<file path="config.mk">
export PLATFORM = sky130hd
export DESIGN_NAME = hilo_div
export DESIGN_NICKNAME = d
export VERILOG_FILES = /design/src/rtl/hilo_pkg.sv /design/src/rtl/div_step.sv /design/src/rtl/hilo_div.sv
export SDC_FILE = /design/constraint.sdc
export NUM_CORES = 1
export LEC_CHECK = 0
export BUFFER_PORTS_ARGS = -buffer_cell sky130_fd_sc_hd__buf_2
export CAP_MARGIN = 20
export CORE_MARGIN = 3
export CORE_UTILIZATION = 45
export CTS_CLUSTER_SIZE = 20
export DETAILED_ROUTE_END_ITERATION = 8
export MAX_ROUTING_LAYER = met4
export PLACE_DENSITY = 0.61
export SYNTH_ARGS = -nofsm -noshare
export SYNTH_HDL_FRONTEND = slang
export SYNTH_SLANG_ARGS = --single-unit
</file>
<file path="constraint.sdc">
create_clock -name clk -period 13.41 [get_ports clk]
set_input_delay 1.341 -clock clk [delete_from_list [all_inputs] [get_ports clk]]
set_output_delay 1.341 -clock clk [all_outputs]
set_load 0.02 [all_outputs]
</file>
<file path="src/rtl/hilo_pkg.sv">
// Shared definitions for the HI/LO divider: default widths, FSM state
// encoding and the quotient written on divide-by-zero.
package hilo_pkg;

  localparam int unsigned WIDTH = 32;
  localparam int unsigned CNT_W = 6;

  typedef enum logic [1:0] {
    ST_IDLE = 2'd0,
    ST_RUN  = 2'd1,
    ST_FIX  = 2'd2
  } state_e;

  localparam logic [WIDTH-1:0] DIV0_QUOTIENT = '1;

endpackage

</file>
<file path="src/rtl/div_step.sv">
// One radix-2 restoring division iteration (purely combinational).
// Ports:
//   rem        : current partial remainder (always < divisor)
//   quo        : dividend bits still to shift in (MSB first) / quotient bits so far
//   divisor    : divisor magnitude
//   next_rem_c : partial remainder after this iteration
//   next_quo_c : quo shifted left with the new quotient bit in the LSB
module div_step
  import hilo_pkg::*;
#(
  parameter int unsigned W = WIDTH
) (
  input  logic [W-1:0] rem,
  input  logic [W-1:0] quo,
  input  logic [W-1:0] divisor,
  output logic [W-1:0] next_rem_c,
  output logic [W-1:0] next_quo_c
);

  logic [W:0] rem_sh;
  logic [W:0] trial;

  // Shift {rem, quo} left by one; the trial subtract needs one extra bit.
  always_comb begin
    rem_sh = {rem, quo[W-1]};
    trial  = rem_sh - {1'b0, divisor};
    if (!trial[W]) begin
      next_rem_c = trial[W-1:0];
      next_quo_c = {quo[W-2:0], 1'b1};
    end else begin
      // Restore: rem_sh < divisor here, so it fits in W bits.
      next_rem_c = rem_sh[W-1:0];
      next_quo_c = {quo[W-2:0], 1'b0};
    end
  end

endmodule

</file>
<file path="src/rtl/hilo_div.sv">
// Multi-cycle 32-bit divider owning the HI/LO register pair.
// div/divu write quotient to LO and remainder to HI after 33 busy cycles;
// mthi/mtlo load HI/LO from a while idle.
// Ports:
//   clk, rst   : rising-edge clock, asynchronous active-high reset
//   start      : begin a division (idle only); sign selects div (1) / divu (0)
//   a, b       : dividend / divisor; a is also the mthi/mtlo write data
//   mthi, mtlo : write a into HI / LO (idle only)
//   busy       : division in progress
//   done       : one-cycle pulse when HI/LO receive a division result
//   hi, lo     : HI (remainder) and LO (quotient) registers
module hilo_div
  import hilo_pkg::*;
#(
  parameter int unsigned WIDTH = hilo_pkg::WIDTH,
  parameter int unsigned CNT_W = hilo_pkg::CNT_W
) (
  input  logic             clk,
  input  logic             rst,
  input  logic             start,
  input  logic             sign,
  input  logic [WIDTH-1:0] a,
  input  logic [WIDTH-1:0] b,
  input  logic             mthi,
  input  logic             mtlo,
  output logic             busy,
  output logic             done,
  output logic [WIDTH-1:0] hi,
  output logic [WIDTH-1:0] lo
);

  state_e             state_q, state_d;
  logic               busy_q, busy_d;
  logic               done_q, done_d;
  logic [WIDTH-1:0]   hi_q, hi_d;
  logic [WIDTH-1:0]   lo_q, lo_d;
  logic [CNT_W-1:0]   cnt_q, cnt_d;
  logic [WIDTH-1:0]   rem_q, rem_d;
  logic [WIDTH-1:0]   quo_q, quo_d;
  logic [WIDTH-1:0]   dvsr_q, dvsr_d;
  logic [WIDTH-1:0]   raw_a_q, raw_a_d;
  logic               neg_q_q, neg_q_d;
  logic               neg_r_q, neg_r_d;
  logic               div0_q, div0_d;

  logic [WIDTH-1:0]   mag_a;
  logic [WIDTH-1:0]   mag_b;
  logic [WIDTH-1:0]   step_rem;
  logic [WIDTH-1:0]   step_quo;

  div_step #(.W(WIDTH)) u_step (
    .rem        (rem_q),
    .quo        (quo_q),
    .divisor    (dvsr_q),
    .next_rem_c (step_rem),
    .next_quo_c (step_quo)
  );

  // Operand magnitudes; unsigned negate keeps |0x80000000| = 0x80000000.
  always_comb begin
    mag_a = (sign && a[WIDTH-1]) ? (~a + WIDTH'(1)) : a;
    mag_b = (sign && b[WIDTH-1]) ? (~b + WIDTH'(1)) : b;
  end

  // Next-state and datapath update.
  always_comb begin
    state_d = state_q;
    busy_d  = busy_q;
    done_d  = 1'b0;
    hi_d    = hi_q;
    lo_d    = lo_q;
    cnt_d   = cnt_q;
    rem_d   = rem_q;
    quo_d   = quo_q;
    dvsr_d  = dvsr_q;
    raw_a_d = raw_a_q;
    neg_q_d = neg_q_q;
    neg_r_d = neg_r_q;
    div0_d  = div0_q;

    case (state_q)
      ST_IDLE: begin
        if (mthi) hi_d = a;
        if (mtlo) lo_d = a;
        if (start) begin
          rem_d   = '0;
          quo_d   = mag_a;
          dvsr_d  = mag_b;
          raw_a_d = a;
          neg_q_d = sign & (a[WIDTH-1] ^ b[WIDTH-1]);
          neg_r_d = sign & a[WIDTH-1];
          div0_d  = (b == '0);
          cnt_d   = '0;
          busy_d  = 1'b1;
          state_d = ST_RUN;
        end
      end
      ST_RUN: begin
        rem_d = step_rem;
        quo_d = step_quo;
        cnt_d = cnt_q + CNT_W'(1);
        if (cnt_q == CNT_W'(WIDTH - 1)) state_d = ST_FIX;
      end
      ST_FIX: begin
        if (div0_q) begin
          lo_d = WIDTH'(DIV0_QUOTIENT);
          hi_d = raw_a_q;
        end else begin
          lo_d = neg_q_q ? (~quo_q + WIDTH'(1)) : quo_q;
          hi_d = neg_r_q ? (~rem_q + WIDTH'(1)) : rem_q;
        end
        done_d  = 1'b1;
        busy_d  = 1'b0;
        state_d = ST_IDLE;
      end
      default: begin
        busy_d  = 1'b0;
        state_d = ST_IDLE;
      end
    endcase
  end

  // State and datapath registers.
  always_ff @(posedge clk or posedge rst) begin
    if (rst) begin
      state_q <= ST_IDLE;
      busy_q  <= 1'b0;
      done_q  <= 1'b0;
      hi_q    <= '0;
      lo_q    <= '0;
      cnt_q   <= '0;
      rem_q   <= '0;
      quo_q   <= '0;
      dvsr_q  <= '0;
      raw_a_q <= '0;
      neg_q_q <= 1'b0;
      neg_r_q <= 1'b0;
      div0_q  <= 1'b0;
    end else begin
      state_q <= state_d;
      busy_q  <= busy_d;
      done_q  <= done_d;
      hi_q    <= hi_d;
      lo_q    <= lo_d;
      cnt_q   <= cnt_d;
      rem_q   <= rem_d;
      quo_q   <= quo_d;
      dvsr_q  <= dvsr_d;
      raw_a_q <= raw_a_d;
      neg_q_q <= neg_q_d;
      neg_r_q <= neg_r_d;
      div0_q  <= div0_d;
    end
  end

  assign busy = busy_q;
  assign done = done_q;
  assign hi   = hi_q;
  assign lo   = lo_q;

endmodule

</file>
==> impl_metrics.py, run 1 <==
metrics = {
    "finish": {
        "syn_to_final_growth_pct": 13.2,
        "final_nets": 1755,
        "regArea_um2": 5130,
        "fin_area_um2": 14700,
        "multi_input_area_um2": 7340,
        "fillCellCount": 2727,
        "antennaDiodeCount": 0,
        "drive_gt1_share_pct": 12.8,
    },
    "placed_design": {
        "place_area_um2": 13900,
        "portBuffers": 135,
        "dp_hpwl_um": 25900,
        "gp_congestion": 0.909,
    },
    "pwr": {
        "p_total_mw": 3.42,
        "pwr_density_cell_nw_per_um2": 232,
        "leakage_nw": 6.56,
        "irDropWorstVdd_uv": 148,
    },
    "floorplanning": {
        "core_area_um2": 28200,
        "initial_core_util_pct": 46.2,
        "io_pins": 136,
        "die-area_um2": 31000,
        "die_y_um": 176,
        "fp-row-count": 61,
        "die_width_um": 176,
    },
    "clock_tree": {
        "clk_latency_ns": 0.52,
        "htreeDepth": 1,
        "cts_hold_buf": 0,
        "clock-root-buffer": "clkbuf_16",
        "cts_sinks": 205,
        "clk_path_buf_depth": 3,
        "post-cts-setup-buffer-count": 0,
        "cts_tree": "yes",
        "clk_pin_slew_ns": 0.06,
        "post_cts_resized": 0,
        "cts_buffers": 25,
    },
    "synth": {
        "synth.top_cell.area_share_pct": 39.4,
        "ys_types": 62,
        "synth_edf_count": 0,
        "synthFlopType": "dfrtp_1",
        "yosysTopAreaCell": "dfrtp_1",
        "syn_avg_cell_area_um2": 8.28,
        "synthArstFlopShare_pct": 100,
        "synth_cells": 1572,
        "yosysWarnings": 0,
        "seq_area_frac_synth_pct": 39.4,
        "synth_nets": 1680,
        "synthTopCellsByArea": "dfrtp_1 (39%), nand2_1 (8.0%), o21ai_0 (7.5%)",
        "synth-seq-cells": 205,
        "netlist_area_um2": 13000,
    },
    "routing": {
        "finalWirelength_um": 36500,
        "drt_iter0_drc": 793,
        "dr.pass1.iters": 5,
        "wl_per_cell_um": 17.9,
        "detail-route-antenna-nets": 0,
        "detail_route.vias_per_cell": 5.66,
        "num_vias": 11560,
        "drc": 0,
    },
    "min_path": {
        "hold_class": "register to register",
        "hold-path-endpoint": "cnt_q[5]",
        "hold_start": "cnt_q[5]",
        "worstHoldPathCells": 1,
    },
    "critical_path": {
        "timing.rr.end": "rem_q[26]",
        "worstReg2RegStart": "quo_q[31]",
        "path_class": "register to register",
        "cp.arrival_ns": 4.33,
        "worst-r2r-setup-slack_ns": 9.52,
        "required_ns": 13.84,
        "critPathCaptureType": "register",
        "cp-start-kind": "register",
        "r2r_cells": 13,
        "worst-path-max-fanout": 39,
    },
    "grt": {
        "grt_pass1_vias": 11001,
        "grt_max_degree": 144,
        "grt_pass1_wl_um": 58700,
        "overflow": 0,
        "antenna_found_initial": 0,
        "globalRouteTotalUtil_pct": 23.7,
    },
    "outcome": {
        "status": "complete, no violations",
    },
    "sta": {
        "min_period_over_period_pct": 29.0,
        "slew_violations": 0,
        "finalSetupViolCount": 0,
        "tightestPinTransition_ns": 0.932,
        "hold_violations": 0,
        "finalCriticalPeriod_ns": 3.89,
        "relSlewSlack_pct": 37.7,
        "fin_tns_setup_ns": 0,
        "rsz0062_at_grt": "false",
        "skew_ns": 0.0124,
        "fmax_mhz": 257,
    },
    "job": {
        "cap_violations": 0,
    },
}
-- where the power goes --
| group | switching, mW | internal [mW] | total [mW] |
|---|---|---|---|
| Clock | 0.260 | 0.402 | 0.662 |
| Sequential | 0.264 | 0.848 | 1.11 |
| Combinational | 0.929 | 0.715 | 1.64 |
| Total | 1.45 | 1.97 | 3.42 |
-- metrics by stage --
| step | hold slack [ns] | instances | util, % | setup slack [ns] |
|---|---|---|---|---|
| floorplan | 0.436 | 1572 | - | 6.47 |
| global placement | 0.457 | 1997 | 49.4 | 9.51 |
| detailed placement | 0.463 | 1997 | 49.4 | 9.44 |
| CTS | 0.472 | 2040 | 52.3 | 9.53 |
| global route | 0.494 | 2041 | 52.4 | 9.32 |
| finish | 0.462 | 2041 | 52.4 | 9.52 |
-- worst max-delay path: stages (launching register included) --
cell and delay [ns]:
dfrtp_1 0.40, inv_1 0.11, ha_1 0.24, fa_1 0.38
nand2b_1 0.19, a21oi_1 0.24, o211ai_1 0.14, a21oi_1 0.32
a21oi_1 0.22, or3_1 0.40, nand3_2 0.08, buf_4 0.48
or4b_1 0.48, o211ai_1 0.10
-- registers in the layout, summed over array words and instances (netlist names), 2 cells and up --
signal,flops
quo_q,32
lo,32
hi,32
state_q,2
cnt_q,6
dvsr_q,32
rem_q,32
raw_a_q,32
-- cell families after synthesis --
group,share of synthesized area (%)
buffers and inverters,4.56
AND/OR/NAND/NOR,18.7
flip-flops,39.4
AO/OA/AOI/OAI,21.6
adder cells (fa/ha/maj),3.71
multiplexers,2.46
XOR/XNOR,9.62
-- Yosys cell counts, drive strengths merged, types with 37 or more instances --
cell type  number
a21oi          89
clkbuf         88
dfrtp         205
ha             37
inv            55
nand2         278
nand3          41
nor2           81
o21ai         198
o22ai          38
xnor2          66
xor2           77
-- cells in the final DEF, fill, tap and decap left out, types with 17 or more instances in the layout --
cell type and count:
xnor2_1 66, clkbuf_16 25, o21ai_0 194, nor2_1 80, a21oi_1 89, mux2i_1 32, xor2_1 77, a22oi_1 30
or3_1 17, nand2b_1 17, buf_2 135, inv_1 53, ha_1 37, nand2_1 277, o31ai_1 29, o22ai_1 38
nand3_1 40, nor3_1 22, dfrtp_1 205
-- worst max path at each step --
stage | start | endpoint | cells past startpoint
floorplan | rst | busy | 1
global placement | a[2] | quo_q[31] | 9
detailed placement | a[2] | quo_q[31] | 9
CTS | quo_q[31] | rem_q[26] | 13
global route | quo_q[31] | rem_q[26] | 13
finish | quo_q[31] | rem_q[26] | 13
-- area by class of cell --
| type | count | share of cell area (%) |
|---|---|---|
| clock buffers | 37 | 4.82 |
| clock inverters | 6 | 0.585 |
| inverters | 55 | 1.45 |
| multi-input cells | 1212 | 49.8 |
| flip-flops and latches | 205 | 34.8 |
| well taps | 378 | 3.21 |
| repair buffers | 148 | 5.38 |
-- per-layer routing --
layer | wire [µm] | part of all wire (%) | track usage, %
met1 | 16900 | 46 | 32.3
met4 | 1040 | 2.9 | 6.76
met3 | 1830 | 5.0 | 3.01
met2 | 16700 | 46 | 37.2
met5 | 0 | 0 | -
(Power assumes the default switching activity.)
==> inputs of run 2 (changes only) <==
==> constraint.sdc (replaced) <==
create_clock -name clk -period 3.8 [get_ports clk]
set_input_delay 0.38 -clock clk [delete_from_list [all_inputs] [get_ports clk]]
set_output_delay 0.38 -clock clk [all_outputs]
set_load 0.02 [all_outputs]
==> impl_metrics.py, run 2 (synthesized netlist as in run 1, its figures left out) <==
metrics = {
    "grt": {
        "overflow": 0,
        "antenna_found_initial": 0,
        "grt_max_degree": 69,
        "grt_pass1_vias": 11024,
        "grt_pass1_wl_um": 60500,
        "globalRouteTotalUtil_pct": 24.6,
    },
    "finish": {
        "antennaDiodeCount": 0,
        "final_cell_mix": "nand2_1 (277), dfrtp_1 (205), o21ai_0 (194)",
        "final_nets": 1769,
        "final-instance-count-excl-fill": 2058,
        "fin_area_um2": 15000,
        "drive_gt1_share_pct": 13.8,
        "syn_to_final_growth_pct": 15.4,
        "layout_commonest_cell": "nand2_1",
    },
    "job": {
        "cap_violations": 0,
    },
    "sta": {
        "fin_tns_setup_ns": 0,
        "hold_violations": 0,
        "skew_ns": 0.0215,
        "finalCriticalPeriod_ns": 3.51,
        "rsz0062_at_grt": "false",
        "slew_violations": 0,
        "finalSetupViolCount": 0,
        "relSlewSlack_pct": 43.6,
        "min_period_over_period_pct": 92.3,
        "fmax_mhz": 285,
        "tightestPinTransition_ns": 0.846,
    },
    "placed_design": {
        "gp_congestion": 0.920,
        "portBuffers": 135,
        "place_inst": 2009,
        "dp_hpwl_um": 27600,
        "place_area_um2": 14100,
    },
    "pwr": {
        "leakage_nw": 6.70,
        "irDropWorstVdd_uv": 465,
        "pwr_density_cell_nw_per_um2": 834,
        "p_total_mw": 12.5,
    },
    "clock_tree": {
        "cts_sinks": 205,
        "clk_pin_slew_ns": 0.06,
        "post-cts-setup-buffer-count": 0,
        "cts_buffers": 25,
        "clock-root-buffer": "clkbuf_16",
        "clk_path_buf_depth": 3,
        "cts_tree": "yes",
        "clk_latency_ns": 0.54,
        "htreeDepth": 1,
    },
    "critical_path": {
        "cp-start-kind": "register",
        "crit_path_frequent_cell": "a21oi_1",
        "critPathCaptureType": "register",
        "cp.arrival_ns": 3.88,
        "worst-r2r-setup-slack_ns": 0.29,
        "cp_slowest_cell": "dfrtp_1",
        "timing.critical_path.cells": "inv_1, ha_1, fa_1, nand2b_1, a21oi_1, o211ai_1, a21oi_2, a21oi_1, or3_1, nand3_2, buf_12, mux2i_1, o21ai_0",
        "path_class": "register to register",
        "required_ns": 4.18,
        "max_stage_delay_ns": 0.42,
        "worst-path-max-fanout": 23,
    },
    "floorplanning": {
        "die_y_um": 176,
        "initial_core_util_pct": 46.2,
        "die_width_um": 176,
        "fp-row-count": 61,
        "io_pins": 136,
        "core_area_um2": 28200,
        "die-area_um2": 31000,
    },
    "routing": {
        "num_vias": 11640,
        "detail_route.vias_per_cell": 5.66,
        "detail-route-antenna-nets": 0,
        "finalWirelength_um": 37600,
        "dr.pass1.iters": 6,
        "wl_per_cell_um": 18.2,
        "drt_iter0_drc": 801,
        "drc": 0,
    },
    "min_path": {
        "hold_class": "input port to register",
    },
    "outcome": {
        "status": "complete, no violations",
    },
}
## run 2: cell types whose count changed in the layout (fill, tap and decap cells not counted), sizes merged
cell         previous run  this run
buf                   148       161
dlygate4sd3             0         1
inv                    56        55
bufinv                  2         5
clkinv                  2         3
## run 2: metrics by stage
stage / util [%] / worst slack [ns] / hold slack (ns)
global route: 53.3 / 0.0991 / 0.125
floorplan: - / 0.760 / 0.436
global placement: 49.9 / 0.343 / 0.456
detailed placement: 49.9 / 0.254 / 0.462
CTS: 53.2 / 0.218 / 0.0975
finish: 53.3 / 0.294 / 0.133
## run 2: path summary, 6_finish.rpt
kind	from	endpoint	cells past startpoint
worst max register to register	quo_q[31]	rem_q[9]	13
worst max-delay path	quo_q[31]	rem_q[9]	13
worst min register to register	lo[17]	lo[17]	2
max in group asynchronous	rst	raw_a_q[10]	5
worst min-delay path	a[22]	raw_a_q[22]	3
min in group asynchronous	rst	raw_a_q[30]	4
## run 2: routing by layer
layer / share of wire (%) / vias to the layer above / GRT usage, %
li1: - / 5740 / -
met2: 47 / 281 / 39.7
met1: 46 / 5572 / 33.2
met4: 2.0 / 0 / 5.74
met5: 0 / - / -
met3: 5.0 / 47 / 2.99
## run 2: power breakdown
part / total (mW) / leakage [nW] / switching, mW / internal, mW
clock: 2.62 / 0.445 / 0.958 / 1.66
combinational: 6.00 / 3.74 / 3.40 / 2.60
sequential: 3.91 / 2.51 / 0.919 / 2.99
## run 2: worst max-delay path: cells and delay by family (launching register included)
family | cells | cell delay [ns]
flip-flops | 1 | 0.42
buffers and inverters | 2 | 0.34
adder cells (fa/ha/maj) | 2 | 0.62
AND/OR/NAND/NOR | 3 | 0.83
AO/OA/AOI/OAI | 5 | 0.92
multiplexers | 1 | 0.19
## run 2: layout make-up
cell class | count | area [µm²]
Clock buffer | 37 | 731
Fill cell | 2695 | 13100
Tap cell | 378 | 473
Clock inverter | 9 | 174
Multi-Input combinational cell | 1212 | 7340
Inverter | 55 | 210
Timing Repair Buffer | 162 | 968
Sequential cell | 205 | 5130
## run 2: repair_timing
action                     CTS  global route
hold endpoints to repair     0            15
gates resized for setup      0             1
hold buffers                 0             1
setup endpoints to repair    0            17
